==> src/rtl/ram_boot_loader_if.sv <==
// Byte-stream and RAM MFA/MFC bus bundle for the boot loader.
// master: the loader (consumes bytes, drives the RAM request).
// slave:  the environment (byte source and RAM responder).
interface ram_boot_loader_if #(
    parameter int ADDR_W = 8
);
    logic [7:0]        byte_in;
    logic              byte_valid;
    logic              byte_last;
    logic              byte_ready;
    logic [ADDR_W-1:0] mem_addr;
    logic [31:0]       mem_wdata;
    logic              mem_rw;
    logic              mem_mfa;
    logic              mem_mfc;

    modport master (
        input  byte_in, byte_valid, byte_last, mem_mfc,
        output byte_ready, mem_addr, mem_wdata, mem_rw, mem_mfa
    );

    modport slave (
        output byte_in, byte_valid, byte_last, mem_mfc,
        input  byte_ready, mem_addr, mem_wdata, mem_rw, mem_mfa
    );
endinterface

==> src/rtl/ram_boot_loader.sv <==
// Program image loader: packs a byte stream big-endian into 32-bit words and
// writes them to RAM over MFA/MFC, holding the CPU in clear until done.
module ram_boot_loader #(
    parameter int ADDR_W    = 8,
    parameter int BASE_ADDR = 0
) (
    input  logic              clk,
    input  logic              clr,
    input  logic              start,
    ram_boot_loader_if.master bus,
    output logic              cpu_hold,
    output logic              busy,
    output logic              done,
    output logic              error,
    output logic [ADDR_W-2:0] words_written
);
    localparam logic [ADDR_W-1:0] BASE      = ADDR_W'(BASE_ADDR);
    localparam logic [ADDR_W-1:0] STEP      = ADDR_W'(4);
    localparam logic [ADDR_W-1:0] LAST_WORD = {{(ADDR_W-2){1'b1}}, 2'b00};
    localparam logic [ADDR_W-2:0] WW_ONE    = (ADDR_W-1)'(1);

    typedef enum logic [2:0] {IDLE, COLLECT, WRITE, DONE, ERROR} state_t;

    state_t     state, state_n;
    logic [1:0] k;          // next byte lane to fill (0 = bits 31:24)
    logic       last_seen;  // current word carries the final image byte
    logic       accept;
    logic       can_start;

    assign accept         = (state == COLLECT) && bus.byte_valid;
    assign can_start      = (state == IDLE) || (state == DONE) || (state == ERROR);
    assign bus.byte_ready = (state == COLLECT);
    assign bus.mem_mfa    = (state == WRITE);
    assign bus.mem_rw     = (state != WRITE);
    assign busy           = (state == COLLECT) || (state == WRITE);

    // State register; clr wins over everything, including a pending write.
    always_ff @(posedge clk) begin
        if (clr) state <= IDLE;
        else     state <= state_n;
    end

    // Next-state: a word goes to RAM when full or when it holds the last byte;
    // a completed write at the top word without last means the image overflowed.
    always_comb begin
        state_n = state;
        case (state)
            IDLE, DONE, ERROR: if (start) state_n = COLLECT;
            COLLECT: if (accept && (k == 2'd3 || bus.byte_last)) state_n = WRITE;
            WRITE: begin
                if (bus.mem_mfc) begin
                    if (last_seen)                      state_n = DONE;
                    else if (bus.mem_addr == LAST_WORD) state_n = ERROR;
                    else                                state_n = COLLECT;
                end
            end
            default: state_n = IDLE;
        endcase
    end

    // Datapath: byte packing, address/count advance and sticky status flags.
    always_ff @(posedge clk) begin
        if (clr) begin
            k             <= 2'd0;
            last_seen     <= 1'b0;
            bus.mem_addr  <= BASE;
            bus.mem_wdata <= 32'd0;
            words_written <= '0;
            done          <= 1'b0;
            error         <= 1'b0;
            cpu_hold      <= 1'b1;
        end else begin
            case (state)
                IDLE, DONE, ERROR: begin
                    if (start) begin
                        k             <= 2'd0;
                        last_seen     <= 1'b0;
                        bus.mem_addr  <= BASE;
                        bus.mem_wdata <= 32'd0;
                        words_written <= '0;
                        done          <= 1'b0;
                        error         <= 1'b0;
                        cpu_hold      <= 1'b1;
                    end
                end
                COLLECT: begin
                    if (accept) begin
                        case (k)
                            2'd0:    bus.mem_wdata[31:24] <= bus.byte_in;
                            2'd1:    bus.mem_wdata[23:16] <= bus.byte_in;
                            2'd2:    bus.mem_wdata[15:8]  <= bus.byte_in;
                            default: bus.mem_wdata[7:0]   <= bus.byte_in;
                        endcase
                        k         <= k + 2'd1;
                        last_seen <= bus.byte_last;
                    end
                end
                WRITE: begin
                    if (bus.mem_mfc) begin
                        words_written <= words_written + WW_ONE;
                        if (last_seen) begin
                            done     <= 1'b1;
                            cpu_hold <= 1'b0;
                        end else if (bus.mem_addr == LAST_WORD) begin
                            error <= 1'b1;
                        end else begin
                            bus.mem_addr  <= bus.mem_addr + STEP;
                            bus.mem_wdata <= 32'd0;
                            k             <= 2'd0;
                        end
                    end
                end
                default: ;
            endcase
        end
    end
endmodule

==> src/flat_wrapper.sv <==
// flat-port wrapper written by rule: the top's interface ports become plain ports
module ram_boot_loader_flat 
#(
    parameter int ADDR_W    = 8,
    parameter int BASE_ADDR = 0
)
  (clk, clr, start, cpu_hold, busy, done, error, words_written, bus_byte_in, bus_byte_valid, bus_byte_last, bus_mem_mfc, bus_byte_ready, bus_mem_addr, bus_mem_wdata, bus_mem_rw, bus_mem_mfa);
  ram_boot_loader_if #(.ADDR_W(ADDR_W)) bus_i ();
  input  logic clk;
  input  logic clr;
  input  logic start;
  output logic cpu_hold;
  output logic busy;
  output logic done;
  output logic error;
  output logic [ADDR_W-2:0] words_written;
  input wire logic [$bits(bus_i.byte_in)-1:0] bus_byte_in;
  input wire logic [$bits(bus_i.byte_valid)-1:0] bus_byte_valid;
  input wire logic [$bits(bus_i.byte_last)-1:0] bus_byte_last;
  input wire logic [$bits(bus_i.mem_mfc)-1:0] bus_mem_mfc;
  output wire logic [$bits(bus_i.byte_ready)-1:0] bus_byte_ready;
  output wire logic [$bits(bus_i.mem_addr)-1:0] bus_mem_addr;
  output wire logic [$bits(bus_i.mem_wdata)-1:0] bus_mem_wdata;
  output wire logic [$bits(bus_i.mem_rw)-1:0] bus_mem_rw;
  output wire logic [$bits(bus_i.mem_mfa)-1:0] bus_mem_mfa;
  assign bus_i.byte_in = bus_byte_in;
  assign bus_i.byte_valid = bus_byte_valid;
  assign bus_i.byte_last = bus_byte_last;
  assign bus_i.mem_mfc = bus_mem_mfc;
  assign bus_byte_ready = bus_i.byte_ready;
  assign bus_mem_addr = bus_i.mem_addr;
  assign bus_mem_wdata = bus_i.mem_wdata;
  assign bus_mem_rw = bus_i.mem_rw;
  assign bus_mem_mfa = bus_i.mem_mfa;
  ram_boot_loader #(.ADDR_W(ADDR_W), .BASE_ADDR(BASE_ADDR)) u_core (.clk(clk), .clr(clr), .start(start), .bus(bus_i), .cpu_hold(cpu_hold), .busy(busy), .done(done), .error(error), .words_written(words_written));
endmodule
==> config.mk <==
export PLATFORM = sky130hd
export DESIGN_NAME = ram_boot_loader_flat
export DESIGN_NICKNAME = d
export VERILOG_FILES = /design/src/rtl/ram_boot_loader_if.sv /design/src/rtl/ram_boot_loader.sv /design/src/flat_wrapper.sv
export SDC_FILE = /design/constraint.sdc
export NUM_CORES = 1
export LEC_CHECK = 0
export BUFFER_PORTS_ARGS = -buffer_cell sky130_fd_sc_hd__buf_2
export CAP_MARGIN = 5
export CORE_ASPECT_RATIO = 1.75
export CORE_MARGIN = 1.5
export CORE_UTILIZATION = 56
export DETAILED_ROUTE_END_ITERATION = 8
export GPL_TIMING_DRIVEN = 0
export PLACE_DENSITY = 0.85
export SYNTH_ARGS = -nofsm -noshare
export SYNTH_HDL_FRONTEND = slang
export SYNTH_SLANG_ARGS = --single-unit
==> constraint.sdc <==
create_clock -name clk -period 5.81 [get_ports clk]
set_input_delay 1.4525 -clock clk [delete_from_list [all_inputs] [get_ports clk]]
set_output_delay 1.4525 -clock clk [all_outputs]
set_load 0.01 [all_outputs]
# [Yosys cells after proc, flatten, opt, wreduce, memory -nomap -nowiden]
# Cells that the tools add are included.
# W data, S select, Z words.
[totals] out_inout_bits=54 input_bits=14 wordCells=102 regBits=56
[op_classes] add_sub_neg=3 muxes=44 n_reduce_logical=22 n_eq_ne=21
[op_table] op="$mux W32" n=5
[op_table] op="$pmux W32 S3" n=1
[op_table] op="$mux W8" n=8
[op_table] op="$reduce_and A7 Y1" n=4
[op_table] op="$pmux W8 S2" n=1
[op_table] op="$mux W3" n=5
[op_table] op="$mux W7" n=2
[op_table] op="$ne A2 B1 Y1 const B" n=7
[op_table] op="$pmux W7 S2" n=1
[op_table] op="$mux W1" n=10
[op_table] op="$mux W2" n=5
[op_table] op="$ne A2 B2 Y1 const B" n=5
[op_table] op="$reduce_and A5 Y1" n=2
[op_table] op="$pmux W3 S3" n=1
[op_table] op="$reduce_and A3 Y1" n=3
[op_table] op="$add A8 B3 Y8 const B" n=1
[op_table] op="$eq A8 B8 Y1 const B" n=1
[op_table] op="$pmux W1 S2" n=4
[op_table] op="$add A7 B1 Y7 const B" n=1
[op_table] op="$eq A3 B2 Y1 const B" n=2
[op_table] op="$pmux W2 S3" n=1
[op_table] op="$reduce_and A6 Y1" n=1
[op_table] op="$reduce_or A3 Y1" n=2
[op_table] op="$eq A2 B2 Y1 const B" n=2
[op_table] op="12 further kinds" n=15

# [Longest topological paths before layout]
# Gate-level depths: netlist (run 1).
[depth] word_depth=5 mapped_depth=7

# [Least setup slack after synthesis (run 1)]
# Ideal clock, no wire load.
[synth_path] path_type="in2reg" start="input port start" end="register u_core.bus.mem_wdata[10]" slack_ns=2.943 t_arrival_ns=2.740 cell_stages=5 required_ns=5.682 path_buffers=0 cell_sequence="or3b_4 o31a_4 a211oi_4 mux2i_1 nor2_1"
[synth_via] elab_chain_len=2
[synth_rtl] element="start: declaration" line="flat_wrapper.sv:11" text="input logic start;"
[synth_rtl] element="$ne A2 B2 Y1 (no source line)"
[synth_rtl] element="$reduce_and A7 Y1 (no source line)"
[synth_rtl] element="end signal: assignment" line="ram_boot_loader.sv:91" text="2'd2: bus.mem_wdata[15:8] <= bus.byte_in;"
[synth_rtl] element="end: declaration" line="ram_boot_loader_if.sv:19" text="output byte_ready, mem_addr, mem_wdata, mem_rw, mem_mfa"
# Every way passes these cells.
# A chain may end at the register's enable or synchronous reset.

# [Final worst setup path (run 1)]
[layout_path] start="register u_core.state[0]" end="output port bus_byte_ready"
[layout_via] elab_chain_len=1
[layout_rtl] element="start: declaration" line="ram_boot_loader.sv:24" text="state_t state, state_n;"
[layout_rtl] element="start signal: assignment" line="ram_boot_loader.sv:40" text="else state <= state_n;"
[layout_rtl] element="$eq A3 B1 Y1" line="ram_boot_loader.sv:32" text="assign bus.byte_ready = (state == COLLECT);"
[layout_rtl] element="end: declaration" line="flat_wrapper.sv:21" text="output wire logic [$bits(bus_i.byte_ready)-1:0] bus_byte_ready;"
# Every way passes these cells.

==> results.md, run 1 <==
* Outcome: completed
* CP max stage cell: or3b_2
* IO Port Bufs at 64
* Leakage at 0.00138 uW
* DRC at 0
* Clock sink count at 54
* Worst Setup EP: bus_byte_ready
* Worst Path Required at 4.36 ns
* Postcts setup bufs at 0
* CP endpoint kind: output pin
* Crit path kind: register to output pin
* CTS hold repair buffers at 0
* Placed cells at 376
* Fin nets at 355
* First-pass GRT wire length at between 9 and 10 mm
* Start point of the critical path: u_core.state[0]$_SDFFE_PP0P_
* Actual slew at the worst max-slew pin at 0.791 ns
* Worst-path clk slew at 0.09 ns
* Main synth FF type: dfxtp_1
* Commonest non-fill, non-tap cells in the layout: buf_2 (66), nor2_1 (56), dfxtp_1 (54), mux2i_1 (37), a21oi_1 (12)
* Reg-to-reg endpoint: u_core.bus.mem_wdata[10]$_SDFFE_PP0P_
* Number of global-route vias before repair at 2023
* Routed Antenna Nets at 0
* Fin crit share at roughly 61%
* CTS Buf Count at 5
* CTS H-tree lvls at 2
* Seq pwr share at roughly 53%
* Synth Register Bits at 54
* Synthesized instance count at 262
* Ports at 68
* Post-Syn Area at 2470 um2
* EDFF count, synth at 0
* Flop-to-flop setup slack at around 3.6 ns
* Multi-input gate area at between 1000 and 1500 um2
* DP Wirelength at 4.25 mm
* ANT cells at 0
* Cell row count at 31
* GP Congestion at 0.803
* CTS tree: done
* Setup TNS Final at 0 ns
* CP bufs+invs at 4
* Crit path depth at 5
* Largest fanout on the critical path at 10
* CP most frequent cell: clkbuf_1
* Async SR Flop Fraction at 0%
* Commonest non-fill, non-tap cell in the layout: buf_2
* Die area at approximately 4800 um2
* Cell Chain, Critical Path: or3b_2, clkbuf_1, inv_1, clkbuf_1, buf_2
* Core area at 4190 um2
* Wirelength, routed at roughly 5.6 mm
* CTS max path bufs at 2
* Min-delay worst type: register to register
* Layout area overhead at 19.5%
* Largest net degree at the start of global routing at 17
* YS warnings at 0
* Die width at 53.2 um
* Fillers at 358
* Clock root buffer: clkbuf_8
* Switch share at roughly 28%
* Combinational share of power at 16.8%
* PnR worst setup slack at ~2.3 ns
* Register area share after synthesis at 43.8%
* Post_cts resized at 0
* Synth cell types at between 40 and 50
* Setup crit start kind: register
* Initial Utilization at 58.9%
* # setup viols final at 0
* Placement Setup Slack at about 2.6 ns
* Initial antenna violation count at 0
* Int Power at 532 uW
* Achievable frequency at roughly 280 MHz
* Kind of cell adding the most delay to the critical path: buffers and inverters
* RSZ-0062 raised after global routing: false
* Via count at ~2100
* Max_cap viols at 0
* Fin. Hold Viols at 0
* Worst-Skew Late Latency at 0.31 ns
* Die Height at between 90 and 100 um
* Starting DRT DRC Count at 51
* Synth Area per Inst at 9.42 um2
* Reg2reg start: u_core.state[2]$_SDFFE_PP0P_
* Tot Pwr at 734 uW
* Psw at just over 200 uW
* Rel. slew slack at 47.1%
* Vias per cell at 5.49
* Storage cell area at 1080 um2
* Worst EP arrival at 2.09 ns
* Gr ovfl total at 0
* PwrDens at around 250 nW/um2
* Fin crit period at 3.54 ns
* Fin cells at 384
* Clock Power Share at 30.1%
* Wire per inst at 14.7 um
* Worst vdd ir at 213 uV
* Drt pass-1 iters at 5
* Gr usage total at 25.5%
* Clock skew at about 0.0073 ns
* Fraction of layout cells with a size suffix above 1 at 26.0%
* Reg2reg path depth at 6
* Final Slew Violations at 0
* Max incr delay on CP at around 0.46 ns
through the flow:
stage	hold slack [ns]	area [um2]	utilization [%]
floorplan	0.494	2470	-
global placement	0.429	2850	68.1
detailed placement	0.448	2850	68.1
CTS	0.470	2950	70.4
global route	0.506	2950	70.4
finish	0.468	2950	70.4
cell families (layout without fill, tap and decap cells):
group | Yosys count | after routing | synth area share (%)
AO/OA/AOI/OAI | 31 | 31 | 11.2
adder cells (fa/ha/maj) | 7 | 7 | 3.55
other | 1 | 2 | 0.152
multiplexers | 38 | 38 | 15.5
XOR/XNOR | 6 | 6 | 2.13
AND/OR/NAND/NOR | 104 | 104 | 20.0
flip-flops | 54 | 54 | 43.8
buffers and inverters | 21 | 93 | 3.75
power by group through the flow:
stage | registers, uW | logic, uW | clock network [uW]
2_1_floorplan | 402 | 83.7 | 0
3_3_place_gp | 398 | 121 | 0
3_5_place_dp | 398 | 124 | 0
4_1_cts | 390 | 124 | 224
5_1_grt | 391 | 135 | 239
6_report | 390 | 123 | 221
area by class of cell:
class	count	area share [%]
Multi-Input combinational cell	188	44.0
Sequential cell	54	36.7
Timing Repair Buffer	64	10.9
Clock buffer	7	2.93
Buffer	14	2.25
Tap cell	49	2.08
Inverter	7	0.891
Clock inverter	1	0.297
cell usage after synthesis, types with 2 or more instances:
cell type / count / area, um2
nand2_1: 9 / 33.8
a21o_1: 2 / 15.0
o21ai_0: 3 / 15.0
nor2_1: 56 / 210
a211oi_4: 4 / 80.1
buf_2: 2 / 10.0
nand2b_1: 3 / 18.8
nor3_1: 4 / 20.0
and2_1: 8 / 50.1
ha_1: 7 / 87.6
mux2i_1: 37 / 370
and3_1: 3 / 18.8
nand4_1: 5 / 31.3
a211oi_1: 2 / 15.0
dfxtp_1: 54 / 1080
nand3_1: 8 / 40.0
buf_4: 3 / 22.5
inv_1: 7 / 26.3
clkbuf_1: 8 / 30.0
xor2_1: 5 / 43.8
a21oi_1: 12 / 60.1
registers in the layout, indices dropped and copies added (netlist names):
signal and cells:
u_core.bus.mem_addr 6, u_core.bus.mem_wdata 32, u_core.cpu_hold 1, u_core.done 1, u_core.error 1, u_core.k 2
u_core.last_seen 1, u_core.state 3, u_core.words_written 7
routing by layer:
| layer | wire length, um | track usage [%] |
|---|---|---|
| met5 | 0 | 0 |
| met3 | 291 | 5.63 |
| met2 | 3090 | 46.3 |
| met1 | 2180 | 27.9 |
| met4 | 80 | 7.91 |
worst min-delay path by stage:
stage,start,endpoint,slack [ns],cells past startpoint
final,u_core.cpu_hold$_SDFFE_PP1P_,u_core.cpu_hold$_SDFFE_PP1P_,0.47,1
after floorplan,u_core.k[1]$_SDFFE_PP0P_,u_core.k[1]$_SDFFE_PP0P_,0.49,2
after CTS,u_core.cpu_hold$_SDFFE_PP1P_,u_core.cpu_hold$_SDFFE_PP1P_,0.47,1
after detailed placement,u_core.cpu_hold$_SDFFE_PP1P_,u_core.cpu_hold$_SDFFE_PP1P_,0.45,1
after global routing,u_core.cpu_hold$_SDFFE_PP1P_,u_core.cpu_hold$_SDFFE_PP1P_,0.51,1
after global placement,u_core.cpu_hold$_SDFFE_PP1P_,u_core.cpu_hold$_SDFFE_PP1P_,0.43,1
Note: power is estimated with default switching activity, not from simulation.
==> inputs of run 2 (changes only) <==
--- a/config.mk
+++ b/config.mk
@@ -9,10 +9,10 @@
 export CAP_MARGIN = 5
 export CORE_ASPECT_RATIO = 1.75
 export CORE_MARGIN = 1.5
-export CORE_UTILIZATION = 56
+export CORE_UTILIZATION = 52
 export DETAILED_ROUTE_END_ITERATION = 8
 export GPL_TIMING_DRIVEN = 0
-export PLACE_DENSITY = 0.85
+export PLACE_DENSITY = 0.79
 export SYNTH_ARGS = -nofsm -noshare
 export SYNTH_HDL_FRONTEND = slang
 export SYNTH_SLANG_ARGS = --single-unit
==> constraint.sdc (replaced) <==
create_clock -name clk -period 3.31 [get_ports clk]
set_input_delay 0.8275 -clock clk [delete_from_list [all_inputs] [get_ports clk]]
set_output_delay 0.8275 -clock clk [all_outputs]
set_load 0.01 [all_outputs]
==> run 2 against run 1 <==
  * Wire length is 0.96% lower
  * Utilization down 6.7 points
  * Clock-buffer cell count is 2 lower
  * Register-to-register slack worse by 2.6 ns
  * Worst hold slack improved by 0.0079 ns
  * Total power increased by 74%
  * Non-clock buffer count is the same
  * Combinational power grew 75%
  * Cell count grew 0.78%
  * Sequential power is 75% higher
  * Critical path type unchanged
==> results.md, run 2 (synthesized netlist as in run 1, its figures left out) <==
* Crit path kind: register to output pin
* Worst EP arrival at 2.04 ns
* Via count at 2072
* Fin. Hold Viols at 0
* Wirelength, routed at 5.59 mm
* Gr usage total at around 23%
* Reg2reg start: u_core.state[2]$_SDFFE_PP0P_
* Largest fanout on the critical path at 10
* Routed wire length on met2 at roughly 3.0 mm
* Max reg flops at 32
* Placement Setup Slack at 0.680 ns
* RSZ-0062 raised after global routing: false
* Worst Path Required at roughly 2.5 ns
* Cell row count at 33
* Rel. slew slack at 47.9%
* Fillers at 432
* CTS max path bufs at 2
* Vias per cell at 5.35
* Worst hold path depth at 1
* DRC at 0
* Dpl cell area at 2860 um2
* Die width at 55.1 um
* Leakage at 0.00138 uW
* Clock skew at 0.00337 ns
* Top Registers: u_core.bus.mem_wdata: 32 flops, u_core.words_written: 7 flops, u_core.bus.mem_addr: 6 flops
* PnR worst setup slack at 0.442 ns
* Worst-Skew Late Latency at 0.31 ns
* Largest net degree at the start of global routing at 18
* Hold path start: u_core.cpu_hold$_SDFFE_PP1P_
* Reg2reg path depth at 6
* Min-delay worst type: register to register
* Clock sink count at 54
* Top Layer Used: met4
* Gr ovfl total at 0
* Post-route cell area at ~2900 um2
* First-pass GRT wire length at 8.84 mm
* Layout area overhead at 19.3%
* Postcts setup bufs at 0
* Max_cap viols at 0
* CTS hold repair buffers at 0
* Wire per inst at 14.4 um
* Fin nets at 355
* ANT cells at 0
* Reg-to-reg endpoint: u_core.bus.mem_addr[5]$_SDFFE_PP0P_
* PwrDens at 433 nW/um2
* Met3 wire len at 317 um
* Drt pass-1 iters at 4
* Ports at 68
* Actual slew at the worst max-slew pin at 0.779 ns
* Fin crit share at 86.6%
* Final Slew Violations at 0
* Outcome: completed
* GP Congestion at 0.823
* Endpoint, Worst Hold: u_core.cpu_hold$_SDFFE_PP1P_
* DP Wirelength at 4.22 mm
* Setup crit start kind: register
* Worst-path clk slew at 0.10 ns
* IO Port Bufs at between 60 and 70
* Flop-to-flop setup slack at 1.08 ns
* Commonest non-fill, non-tap cells in the layout: buf_2 (66), nor2_1 (56), dfxtp_1 (54), mux2i_1 (37), a21oi_1 (12)
* Post_cts resized at 0
* Initial Utilization at 53.4%
* Initial antenna violation count at 0
* Commonest non-fill, non-tap cell in the layout: buf_2
* CTS Buf Count at 5
* Starting DRT DRC Count at 34
* Routed Antenna Nets at 0
* Fraction of layout cells with a size suffix above 1 at 26.3%
* Core area at 4620 um2
* CP endpoint kind: output pin
* Die Height at between 90 and 100 um
* Fin crit period at 2.87 ns
* Post-Route Utilization at 63.7%
* CTS tree: done
* Clock root buffer: clkbuf_8
* DRT met1 WL at 2.16 mm
* Worst vdd ir at between 400 and 500 uV
* # setup viols final at 0
* Achievable frequency at ~350 MHz
* Setup TNS Final at 0 ns
* Most flops, register: u_core.bus.mem_wdata
* Number of global-route vias before repair at around 2000
* Die area at 5180 um2
* CTS H-tree lvls at 2
[run 2: changes by cell type in the layout (fill, tap and decap cells not counted)]
cell	delta
clkbuf_1	-1
clkbuf_8	-1
clkinv_2	+2
[run 2: worst max path at each step]
stage | from | to
after floorplan | start | u_core.bus.mem_wdata[10]$_SDFFE_PP0P_
after detailed placement | start | u_core.bus.mem_wdata[7]$_SDFFE_PP0P_
final | u_core.state[0]$_SDFFE_PP0P_ | bus_byte_ready
after global placement | start | u_core.bus.mem_wdata[0]$_SDFFE_PP0P_
after global routing | u_core.state[0]$_SDFFE_PP0P_ | bus_byte_ready
after CTS | u_core.state[0]$_SDFFE_PP0P_ | bus_byte_ready
[run 2: report_power, final]
group | total [uW] | switching, uW | internal [uW] | leakage [uW]
clock | 374 | 225 | 150 | 0.0000483
combinational | 215 | 125 | 90.6 | 0.000895
sequential | 684 | 14.1 | 670 | 0.000437
[run 2: through the flow]
step | total power, uW | instances | hold WS, ns
after global placement | 911 | 379 | 0.431
final | 1270 | 387 | 0.476
after CTS | 1280 | 387 | 0.484
after detailed placement | 915 | 379 | 0.461
after floorplan | 853 | 263 | 0.494
after global routing | 1320 | 387 | 0.514
[run 2: critical path, cell delays in order, from the launching register on]
cell and delay [ns]:
dfxtp_1 0.44, or3b_2 0.46, clkbuf_1 0.19, inv_1 0.10, clkbuf_1 0.33, buf_2 0.21
[run 2: final cells by class]
type	count	area (um2)	share of cell area [%]
Clock inverter	3	18.8	0.637
Timing Repair Buffer	64	320	10.9
Inverter	7	26.3	0.892
Buffer	14	66.3	2.25
Multi-Input combinational cell	188	1300	44.1
Sequential cell	54	1080	36.7
Clock buffer	5	68.8	2.34
Tap cell	52	65.1	2.21
[run 2: per-layer routing]
metal | vias to the layer above | global-route usage [%]
li1 | 1032 | -
met1 | 964 | 24.1
met2 | 67 | 42.2
met3 | 9 | 5.41
met4 | 0 | 7.72
met5 | - | 0
==> inputs of run 3 (changes only) <==
--- a/config.mk
+++ b/config.mk
@@ -7,7 +7,7 @@
 export LEC_CHECK = 0
 export BUFFER_PORTS_ARGS = -buffer_cell sky130_fd_sc_hd__buf_2
 export CAP_MARGIN = 5
-export CORE_ASPECT_RATIO = 1.75
+export CORE_ASPECT_RATIO = 0.5
 export CORE_MARGIN = 1.5
 export CORE_UTILIZATION = 52
 export DETAILED_ROUTE_END_ITERATION = 8
==> run 3 against run 2 <==
  * Fmax shrank 3.6%
  * Flip-flop and latch count is the same
  * Cell count grew 3.4%
  * Total power rose by 4.6%
  * Worst setup slack worse by 0.11 ns
  * Utilization increased by 2.8 points
  * Critical path type unchanged
  * Worst hold slack lost 0.017 ns
  * Non-clock buffer count is the same
  * Largest power group unchanged
  * Wire length shrank 4.8%
  * Critical path depth did not move
==> results.md, run 3 (synthesized netlist as in run 1, its figures left out) <==
* IO Port Bufs at 64
* Fraction of layout cells with a size suffix above 1 at between 20% and 30%
* Fin. Hold Viols at 0
* CP bufs+invs at 4
* Achievable frequency at between 300 and 400 MHz
* DP Wirelength at 3.81 mm
* Top Registers: u_core.bus.mem_wdata: 32 flops, u_core.words_written: 7 flops, u_core.bus.mem_addr: 6 flops
* Cell row count at 17
* CTS max path bufs at 2
* Max_cap viols at 0
* Post_cts resized at 0
* PwrDens at 447 nW/um2
* Most flops, register: u_core.bus.mem_wdata
* Kind of cell adding the most delay to the critical path: buffers and inverters
* Max reg flops at 32
* Worst EP arrival at 2.15 ns
* Largest fanout on the critical path at 10
* Worst Path Required at roughly 2.5 ns
* Initial antenna violation count at 0
* Leakage at 0.00139 uW
* CP endpoint kind: output pin
* Setup TNS Final at 0 ns
* Gr ovfl total at 0
* Reg2reg path depth at 7
* CTS tree: done
* Wire per inst at 13.3 um
* Fin crit share at 89.9%
* CTS hold repair buffers at 0
* Die area at 5190 um2
* RSZ-0062 raised after global routing: false
* Routed Antenna Nets at 0
* Outcome: completed
* Starting DRT DRC Count at 73
* Worst vdd ir at 227 uV
* Die width at 100 um
* Ports at a little under 70
* Vias per cell at between 5 and 6
* Cell Chain, Critical Path: or3b_2, clkbuf_1, inv_1, clkbuf_1, buf_2
* Die Height at 51.7 um
* Flop-to-flop setup slack at around 1.2 ns
* Layout area overhead at 20.8%
* DRC at 0
* Commonest non-fill, non-tap cell in the layout: buf_2
* Clock sink count at 54
* Post-route cell area at 2980 um2
* Hold path start: u_core.cpu_hold$_SDFFE_PP1P_
* CP max stage cell: or3b_2
* Fillers at 376
* Reg-to-reg endpoint: u_core.bus.mem_wdata[19]$_SDFFE_PP0P_
* # setup viols final at 0
* Min-delay worst type: register to register
* Wirelength, routed at between 5 and 6 mm
* Rel. slew slack at approximately 49%
* Crit path kind: register to output pin
* CP most frequent cell: clkbuf_1
* Max incr delay on CP at approximately 0.47 ns
* Number of global-route vias before repair at about 2000
* Fin nets at about 360
* First-pass GRT wire length at 9.11 mm
* Clock skew at 0.00424 ns
* Via count at about 2100
* Gr usage total at 22.4%
* ANT cells at 0
* Postcts setup bufs at 0
* Crit path depth at 5
* Worst-path clk slew at 0.09 ns
* Initial Utilization at a little over half
* Setup crit start kind: register
* Drt pass-1 iters at 4
* Worst-Skew Late Latency at ~0.30 ns
* Worst hold path depth at 1
* Commonest non-fill, non-tap cells in the layout: buf_2 (66), nor2_1 (56), dfxtp_1 (54), mux2i_1 (37), a21oi_1 (12)
* Reg2reg start: u_core.state[0]$_SDFFE_PP0P_
* GP Congestion at 0.879
* Core area at 4490 um2
* Endpoint, Worst Hold: u_core.cpu_hold$_SDFFE_PP1P_
* Clock root buffer: clkbuf_8
* CTS H-tree lvls at 2
* Dpl cell area at around 2900 um2
* CTS Buf Count at 5
* Tot Pwr at ~1300 uW
* Largest net degree at the start of global routing at 17
* Actual slew at the worst max-slew pin at 0.762 ns
* Fin crit period at 2.98 ns
* Final Slew Violations at 0
[run 3: cell count changes in the layout (fill, tap and decap cells not counted)]
cell / delta
clkinv_4: +1
clkinv_2: -2
inv_6: -1
bufinv_16: +1
[run 3: worst max-delay path by stage]
| stage | slack (ns) | start | to |
|---|---|---|---|
| floorplan | 1.07 | start | u_core.bus.mem_wdata[10]$_SDFFE_PP0P_ |
| global placement | 0.74 | start | u_core.bus.mem_wdata[13]$_SDFFE_PP0P_ |
| detailed placement | 0.66 | u_core.state[0]$_SDFFE_PP0P_ | bus_byte_ready |
| CTS | 0.32 | u_core.state[0]$_SDFFE_PP0P_ | bus_byte_ready |
| global route | 0.19 | u_core.state[0]$_SDFFE_PP0P_ | bus_byte_ready |
| finish | 0.33 | u_core.state[0]$_SDFFE_PP0P_ | bus_byte_ready |
[run 3: cell type report]
cell class / instances / area (um2) / area share, %
repair buffers: 64 / 320 / 10.7
flip-flops and latches: 54 / 1080 / 36.3
clock inverters: 2 / 38.8 / 1.30
plain buffers: 14 / 66.3 / 2.22
well taps: 66 / 82.6 / 2.77
multi-input cells: 188 / 1300 / 43.5
inverters: 7 / 26.3 / 0.881
clock buffers: 5 / 68.8 / 2.31
[run 3: where the power goes]
| part | internal (uW) | switching [uW] |
|---|---|---|
| registers | 670 | 14.3 |
| clock network | 223 | 211 |
| logic | 90.5 | 124 |
[run 3: worst register-to-register path, cell delays in order (launching register included)]
cell and delay [ns]:
dfxtp_1 0.45, or3b_2 0.47, clkbuf_1 0.19, inv_1 0.09, clkbuf_1 0.41, and2_1 0.29, mux2i_1 0.10, nor2_1 0.11
[run 3: routing by layer]
metal / global-route usage [%] / wire (um)
met4: 8.69 / 67
met1: 28.1 / 2470
met3: 5.51 / 264
met5: 0 / 0
met2: 37.8 / 2520
[run 3: stage by stage]
stage / utilization (%) / cells / worst slack (ns) / hold slack, ns
after floorplan: - / 263 / 1.07 / 0.494
after global placement: 64.0 / 393 / 0.737 / 0.431
after detailed placement: 64.0 / 393 / 0.657 / 0.442
after CTS: 66.4 / 400 / 0.315 / 0.464
after global routing: 66.4 / 400 / 0.190 / 0.478
final: 66.4 / 400 / 0.335 / 0.459
